$ cat config.mk
export PLATFORM = sky130hd
export DESIGN_NAME = tick_rate_sel
export DESIGN_NICKNAME = d
export VERILOG_FILES = /design/src/rtl/tick_rate_sel.sv
export SDC_FILE = /design/constraint.sdc
export NUM_CORES = 1
export LEC_CHECK = 0
export BUFFER_PORTS_ARGS = -buffer_cell sky130_fd_sc_hd__buf_2
export CORE_MARGIN = 4
export CORE_UTILIZATION = 25
export CTS_CLUSTER_SIZE = 30
export DETAILED_ROUTE_END_ITERATION = 8
export PLACE_DENSITY = 0.44
export SLEW_MARGIN = 40
export SYNTH_ARGS = -nofsm -noshare
export SYNTH_HDL_FRONTEND = slang
export SYNTH_SLANG_ARGS = --single-unit
$ cat constraint.sdc
create_clock -name clk_50 -period 5.6 [get_ports clk_50]
set_clock_uncertainty 0.2 [all_clocks]
set_input_delay 0.56 -clock clk_50 [delete_from_list [all_inputs] [get_ports clk_50]]
set_output_delay 0.56 -clock clk_50 [all_outputs]
set_load 0.01 [all_outputs]
$ cat src/rtl/tick_rate_sel.sv
// tick_rate_sel: debounced pushbutton steps through four blink rates and emits a one-cycle tick at the selected rate.
// Optional feature: define TICK_SEL_PAUSE_EN to add a debounced pause key (pause_n in, paused out).

module tick_rate_sel_debounce #(
  parameter int unsigned DEBOUNCE_CYC = 1_000_000
) (
  input  logic clk_i,
  input  logic rst_i,
  input  logic key_n_i,
  output logic press_o
);

  localparam int unsigned DCNT_W = (DEBOUNCE_CYC > 1) ? $clog2(DEBOUNCE_CYC) : 1;
  localparam logic [DCNT_W-1:0] DCNT_LAST = DCNT_W'(DEBOUNCE_CYC - 1);

  typedef enum logic [1:0] {IDLE, PRESS_CHK, HELD, REL_CHK} state_e;

  state_e            state_q;
  logic [DCNT_W-1:0] dcnt_q;
  logic              sync1_q;
  logic              sync2_q;
  logic              ks;

  assign ks      = sync2_q;
  assign press_o = (state_q == PRESS_CHK) && !ks && (dcnt_q == DCNT_LAST);

  // The FSM only ever looks at the synchronized key; the shared counter times both press and release.
  always_ff @(posedge clk_i) begin
    if (rst_i) begin
      sync1_q <= 1'b1;
      sync2_q <= 1'b1;
      state_q <= IDLE;
      dcnt_q  <= '0;
    end else begin
      sync1_q <= key_n_i;
      sync2_q <= sync1_q;
      case (state_q)
        IDLE: begin
          if (!ks) begin
            state_q <= PRESS_CHK;
            dcnt_q  <= '0;
          end
        end
        PRESS_CHK: begin
          if (ks) begin
            state_q <= IDLE;
          end else if (dcnt_q == DCNT_LAST) begin
            state_q <= HELD;
          end else begin
            dcnt_q <= dcnt_q + DCNT_W'(1);
          end
        end
        HELD: begin
          if (ks) begin
            state_q <= REL_CHK;
            dcnt_q  <= '0;
          end
        end
        REL_CHK: begin
          if (!ks) begin
            state_q <= HELD;
          end else if (dcnt_q == DCNT_LAST) begin
            state_q <= IDLE;
          end else begin
            dcnt_q <= dcnt_q + DCNT_W'(1);
          end
        end
        default: state_q <= IDLE;
      endcase
    end
  end

endmodule

module tick_rate_sel #(
  parameter int unsigned DEBOUNCE_CYC = 1_000_000,
  parameter int unsigned RATE0_DIV    = 50_000_000,
  parameter int unsigned RATE1_DIV    = 25_000_000,
  parameter int unsigned RATE2_DIV    = 12_500_000,
  parameter int unsigned RATE3_DIV    = 6_250_000
) (
  input  logic       clk_50,
  input  logic       rst,
  input  logic       key_n,
`ifdef TICK_SEL_PAUSE_EN
  input  logic       pause_n,
  output logic       paused,
`endif
  output logic       tick,
  output logic [1:0] rate_idx
);

  localparam int unsigned MAX01   = (RATE0_DIV > RATE1_DIV) ? RATE0_DIV : RATE1_DIV;
  localparam int unsigned MAX23   = (RATE2_DIV > RATE3_DIV) ? RATE2_DIV : RATE3_DIV;
  localparam int unsigned MAX_DIV = (MAX01 > MAX23) ? MAX01 : MAX23;
  localparam int unsigned PCNT_W  = $clog2(MAX_DIV);

  typedef logic [PCNT_W-1:0] pcnt_t;

  logic [1:0] rate_q;
  logic [1:0] rate_d;
  pcnt_t      pcnt_q;
  pcnt_t      pcnt_d;
  pcnt_t      pcntLast;
  logic       tick_q;
  logic       tick_d;
  logic       ratePress;
  logic       hold;

  tick_rate_sel_debounce #(.DEBOUNCE_CYC(DEBOUNCE_CYC)) rateDb (
    .clk_i  (clk_50),
    .rst_i  (rst),
    .key_n_i(key_n),
    .press_o(ratePress)
  );

`ifdef TICK_SEL_PAUSE_EN
  logic pausePress;
  logic paused_q;
  logic paused_d;

  tick_rate_sel_debounce #(.DEBOUNCE_CYC(DEBOUNCE_CYC)) pauseDb (
    .clk_i  (clk_50),
    .rst_i  (rst),
    .key_n_i(pause_n),
    .press_o(pausePress)
  );

  // The prescaler also holds on the unpause edge so counting restarts one cycle later from the held value.
  assign paused_d = paused_q ^ pausePress;
  assign hold     = paused_q | paused_d;
  assign paused   = paused_q;

  always_ff @(posedge clk_50) begin
    if (rst) begin
      paused_q <= 1'b0;
    end else begin
      paused_q <= paused_d;
    end
  end
`else
  assign hold = 1'b0;
`endif

  always_comb begin
    case (rate_q)
      2'd0:    pcntLast = pcnt_t'(RATE0_DIV - 1);
      2'd1:    pcntLast = pcnt_t'(RATE1_DIV - 1);
      2'd2:    pcntLast = pcnt_t'(RATE2_DIV - 1);
      default: pcntLast = pcnt_t'(RATE3_DIV - 1);
    endcase
  end

  // A rate change restarts the period and swallows any tick due on that edge.
  always_comb begin
    rate_d = rate_q;
    pcnt_d = pcnt_q;
    tick_d = 1'b0;
    if (ratePress) begin
      rate_d = rate_q + 2'd1;
      pcnt_d = '0;
    end else if (!hold) begin
      if (pcnt_q == pcntLast) begin
        pcnt_d = '0;
        tick_d = 1'b1;
      end else begin
        pcnt_d = pcnt_q + pcnt_t'(1);
      end
    end
  end

  always_ff @(posedge clk_50) begin
    if (rst) begin
      rate_q <= 2'd0;
      pcnt_q <= '0;
      tick_q <= 1'b0;
    end else begin
      rate_q <= rate_d;
      pcnt_q <= pcnt_d;
      tick_q <= tick_d;
    end
  end

  assign tick     = tick_q;
  assign rate_idx = rate_q;

endmodule
==> results by group <==
Floorplan
  – Initial Util: about 26%
  – Die H: between 100 and 150 um
  – Die Area: around 12000 um^2
  – Area of the core: between 10000 and 15000 um^2
  – Die Wd: ~110 um
  – Ports: 6
  – Rows: 37

Logic synthesis
  – Leading area contributor after synthesis: dfxtp_1
  – Mapped Area: 2650 um^2
  – Synth warnings: 0
  – Cell count after synthesis: around 300
  – Synth Area per Inst: about 8.7 um^2
  – Largest cells by area after synthesis: dfxtp_1 (40%), xor2_1 (6.6%), nor2_1 (5.7%), xnor2_1 (4.3%), ha_1 (3.8%)
  – XOR/XNOR share of the synthesized area: a little over a tenth
  – Top cell type's share of synthesized area: 40.1%
  – Largest family of logic cells by synthesized area: simple AND/OR/NAND/NOR gates
  – Compound-cell area share of the yosys netlist: approximately a tenth
  – Post-synth EDFFs: 0
  – Mux contribution to synthesized area: roughly 1.1%
  – Simple-Gate Fraction of Synth Area: about a third
  – Count of state elements after synthesis: 53
  – Synth cell types: 46
  – FFs w/ async S/R, synth: 0%
  – Post-synthesis adder-cell area fraction: approximately 3.8%
  – Top FF cell, synth: dfxtp_1
  – Syn nets: 315
  – Sequential element share of the synthesized area: ~40%

Worst setup path
  – CP endpoint kind: register
  – CP startpoint: rate_idx[1]$_SDFFE_PP0P_
  – CP Max Fanout: 25
  – Critical Path RT: around 5600 ps
  – Worst R2R End: pcnt_q[14]$_SDFF_PP0_
  – Endpoint arrival time on the critical path: 2750 ps
  – Reg-to-reg startpoint: rate_idx[1]$_SDFFE_PP0P_
  – FF-to-FF path depth: 7
  – CP Class: reg2reg
  – Setup crit end: pcnt_q[14]$_SDFF_PP0_
  – Reg2Reg Setup Slack: approximately 2800 ps
  – Startpoint types: register

GRT
  – Initial antenna violation count: 0
  – Pin count of the biggest net entering global routing: 26
  – Vias in the first global route: ~2100
  – First-pass GRT wire length: approximately 10 mm
  – Tot GR Track Use: ~10%
  – Total gr overflow: 0

Power and ir drop
  – Power Density: 211 nW/um^2
  – Lkg Pwr: 0.939 nW
  – Power, Total: 613 uW
  – Peak VDD IR: 0.0000864 V

Routing
  – DRT Pass-1 Iters: 4
  – Post-Route WL: roughly 6 mm
  – Vias per cell: roughly 4.8
  – Final ANT Viol Nets: 0
  – # DRC: 0
  – DR vias: ~2100
  – Drt initial violations: 62
  – Drt wl/cell: around 13 um

STA
  – Worst slew margin: a little over half
  – Final period util: between 40% and 50%
  – RSZ-0062 raised after global routing: false
  – Pins Over Slew Limit: 0
  – Final hold vios: 0
  – Min cycle time layout: 2780 ps
  – Setup TNS: 0 ps
  – Least-Margin Pin Slew: just over 700 ps
  – Peak Freq: approximately 360 MHz
  – Fin worst setup slack: between 2000 and 3000 ps
  – Final setup violation count: 0

Clock tree
  – Reg clk slew, reported paths: around 100 ps
  – Post-CTS setup-driven buffer insertion count: 0
  – CTS Root Cell: clkbuf_8
  – CTS hold repair buffers: 0
  – CTS Sinks: 53
  – CTS tree: done
  – Clock Path Buffers: 2
  – Number of H-tree levels: 2
  – Worst-Skew Late Latency: 310 ps
  – Inserted Clock Buffers: 5
  – Post-cts sizing count: 0

Layout
  – Final std cells w/o fill: 445
  – Area growth from synthesis to layout: 9.78%
  – Fillers: between 1000 and 1500
  – N_diodes: 0
  – Fraction of layout cells with a size suffix above 1: 9.39%
  – Nets: ~320
  – Final Util: ~28%

Outcome
  – Status: finished, final reports clean

Placement
  – Gpl congestion: ~0.68
  – Setup slack at placement: about 2800 ps
  – Post-DP HPWL: slightly above 4 mm
  – Dpl cells: roughly 440
  – I/O Buffers: 5

Min path
  – Min-delay worst type: reg2reg
  – Min-delay src: rateDb.sync1_q$_SDFF_PP1_

Flow run
  – Max_cap viols: 0
## where the power goes
| group | total, mW | leakage [nW] | switching, mW | internal [mW] |
|---|---|---|---|---|
| sequential | 0.382 | 0.428 | 0.00262 | 0.379 |
| clock | 0.214 | 0.0450 | 0.127 | 0.0872 |
| combinational | 0.0162 | 0.467 | 0.0114 | 0.00478 |
| total | 0.613 | 0.939 | 0.141 | 0.471 |
## cell type report
type / instances / area (um^2) / share of cell area [%]
multi-input cells: 237 / 1540 / 53.1
clock inverters: 2 / 10.0 / 0.344
flip-flops and latches: 53 / 1060 / 36.5
well taps: 136 / 170 / 5.85
repair buffers: 6 / 32.5 / 1.12
clock buffers: 6 / 72.6 / 2.50
inverters: 5 / 18.8 / 0.645
## metrics by stage
| step | hold slack, ps | cell area (um^2) |
|---|---|---|
| 6_report | 222 | 2910 |
| 5_1_grt | 228 | 2910 |
| 4_1_cts | 221 | 2910 |
| 3_5_place_dp | 202 | 2830 |
| 3_3_place_gp | 204 | 2810 |
| 2_1_floorplan | 189 | 2650 |
## layout by cell type, fill, tap and decap left out, types with 2 or more instances in the layout
cell type  netlist  layout
dfxtp_1         53      53
nor2_1          40      40
nand2_1         23      23
xor2_1          20      20
nand3_1         17      17
a21oi_1         16      16
o21ai_0         14      14
xnor2_1         13      13
or3_1           12      12
nand4_1         11      11
ha_1             8       8
and3_1           7       7
and4_1           6       6
inv_1            5       5
or4_1            5       5
clkbuf_8         0       5
buf_2            4       5
o211ai_1         3       3
mux2i_1          3       3
or2_2            3       3
nand4b_1         3       3
o31ai_1          3       3
and2_1           2       2
nor4b_2          2       2
or3b_2           2       2
nor4bb_1         2       2
nor3_2           1       2
nor3_1           3       2
clkinv_2         0       2
## state kept, by name, indices dropped and copies added, names as in the netlist, named ones only
| register | flops |
|---|---|
| rateDb.dcnt_q | 20 |
| rate_idx | 2 |
| rateDb.state_q | 1 |
| rateDb.sync1_q | 1 |
| pcnt_q | 26 |
| rateDb.ks | 1 |
| tick | 1 |
## critical path: stages (launching register included)
cell	delay, ps
dfxtp_1	460
inv_1	120
ha_1	230
xnor2_1	140
a2111oi_0	520
nand4_1	260
o21ai_4	580
nor2_1	110
## kinds of logic (layout without fill, tap and decap cells)
family / after synthesis / after routing
simple gates: 149 / 149
flops: 53 / 53
compound gates: 44 / 44
xor+xnor: 33 / 33
buf+inv: 14 / 19
fa+ha+maj: 8 / 8
mux: 3 / 3
## worst min path at each step
stage                                     end  slack, ps  depth (start not counted)
global route        rateDb.sync1_q$_SDFF_PP1_        230                          2
global placement         rateDb.ks$_SDFF_PP1_        200                          1
CTS                 rateDb.sync1_q$_SDFF_PP1_        220                          2
finish                   rateDb.ks$_SDFF_PP1_        220                          1
floorplan                rateDb.ks$_SDFF_PP1_        190                          1
detailed placement       rateDb.ks$_SDFF_PP1_        200                          1
## Yosys cell counts, types with 4 or more instances
cell type	n
a21oi_1	16
and3_1	7
and4_1	6
buf_2	4
clkbuf_1	4
dfxtp_1	53
ha_1	8
inv_1	5
nand2_1	23
nand3_1	17
nand4_1	11
nor2_1	40
o21ai_0	14
or3_1	12
or4_1	5
xnor2_1	13
xor2_1	20
## layer usage
metal	global-route usage [%]	part of all wire (%)	routed length (um)	vias to the layer above
li1	-	-	-	1096
met5	0	0	0	-
met1	13.0	50	2900	1017
met4	2.22	0.79	46	0
met3	2.29	2.0	115	6
met2	16.8	48	2770	14
Power figures use the tool's default switching activity.
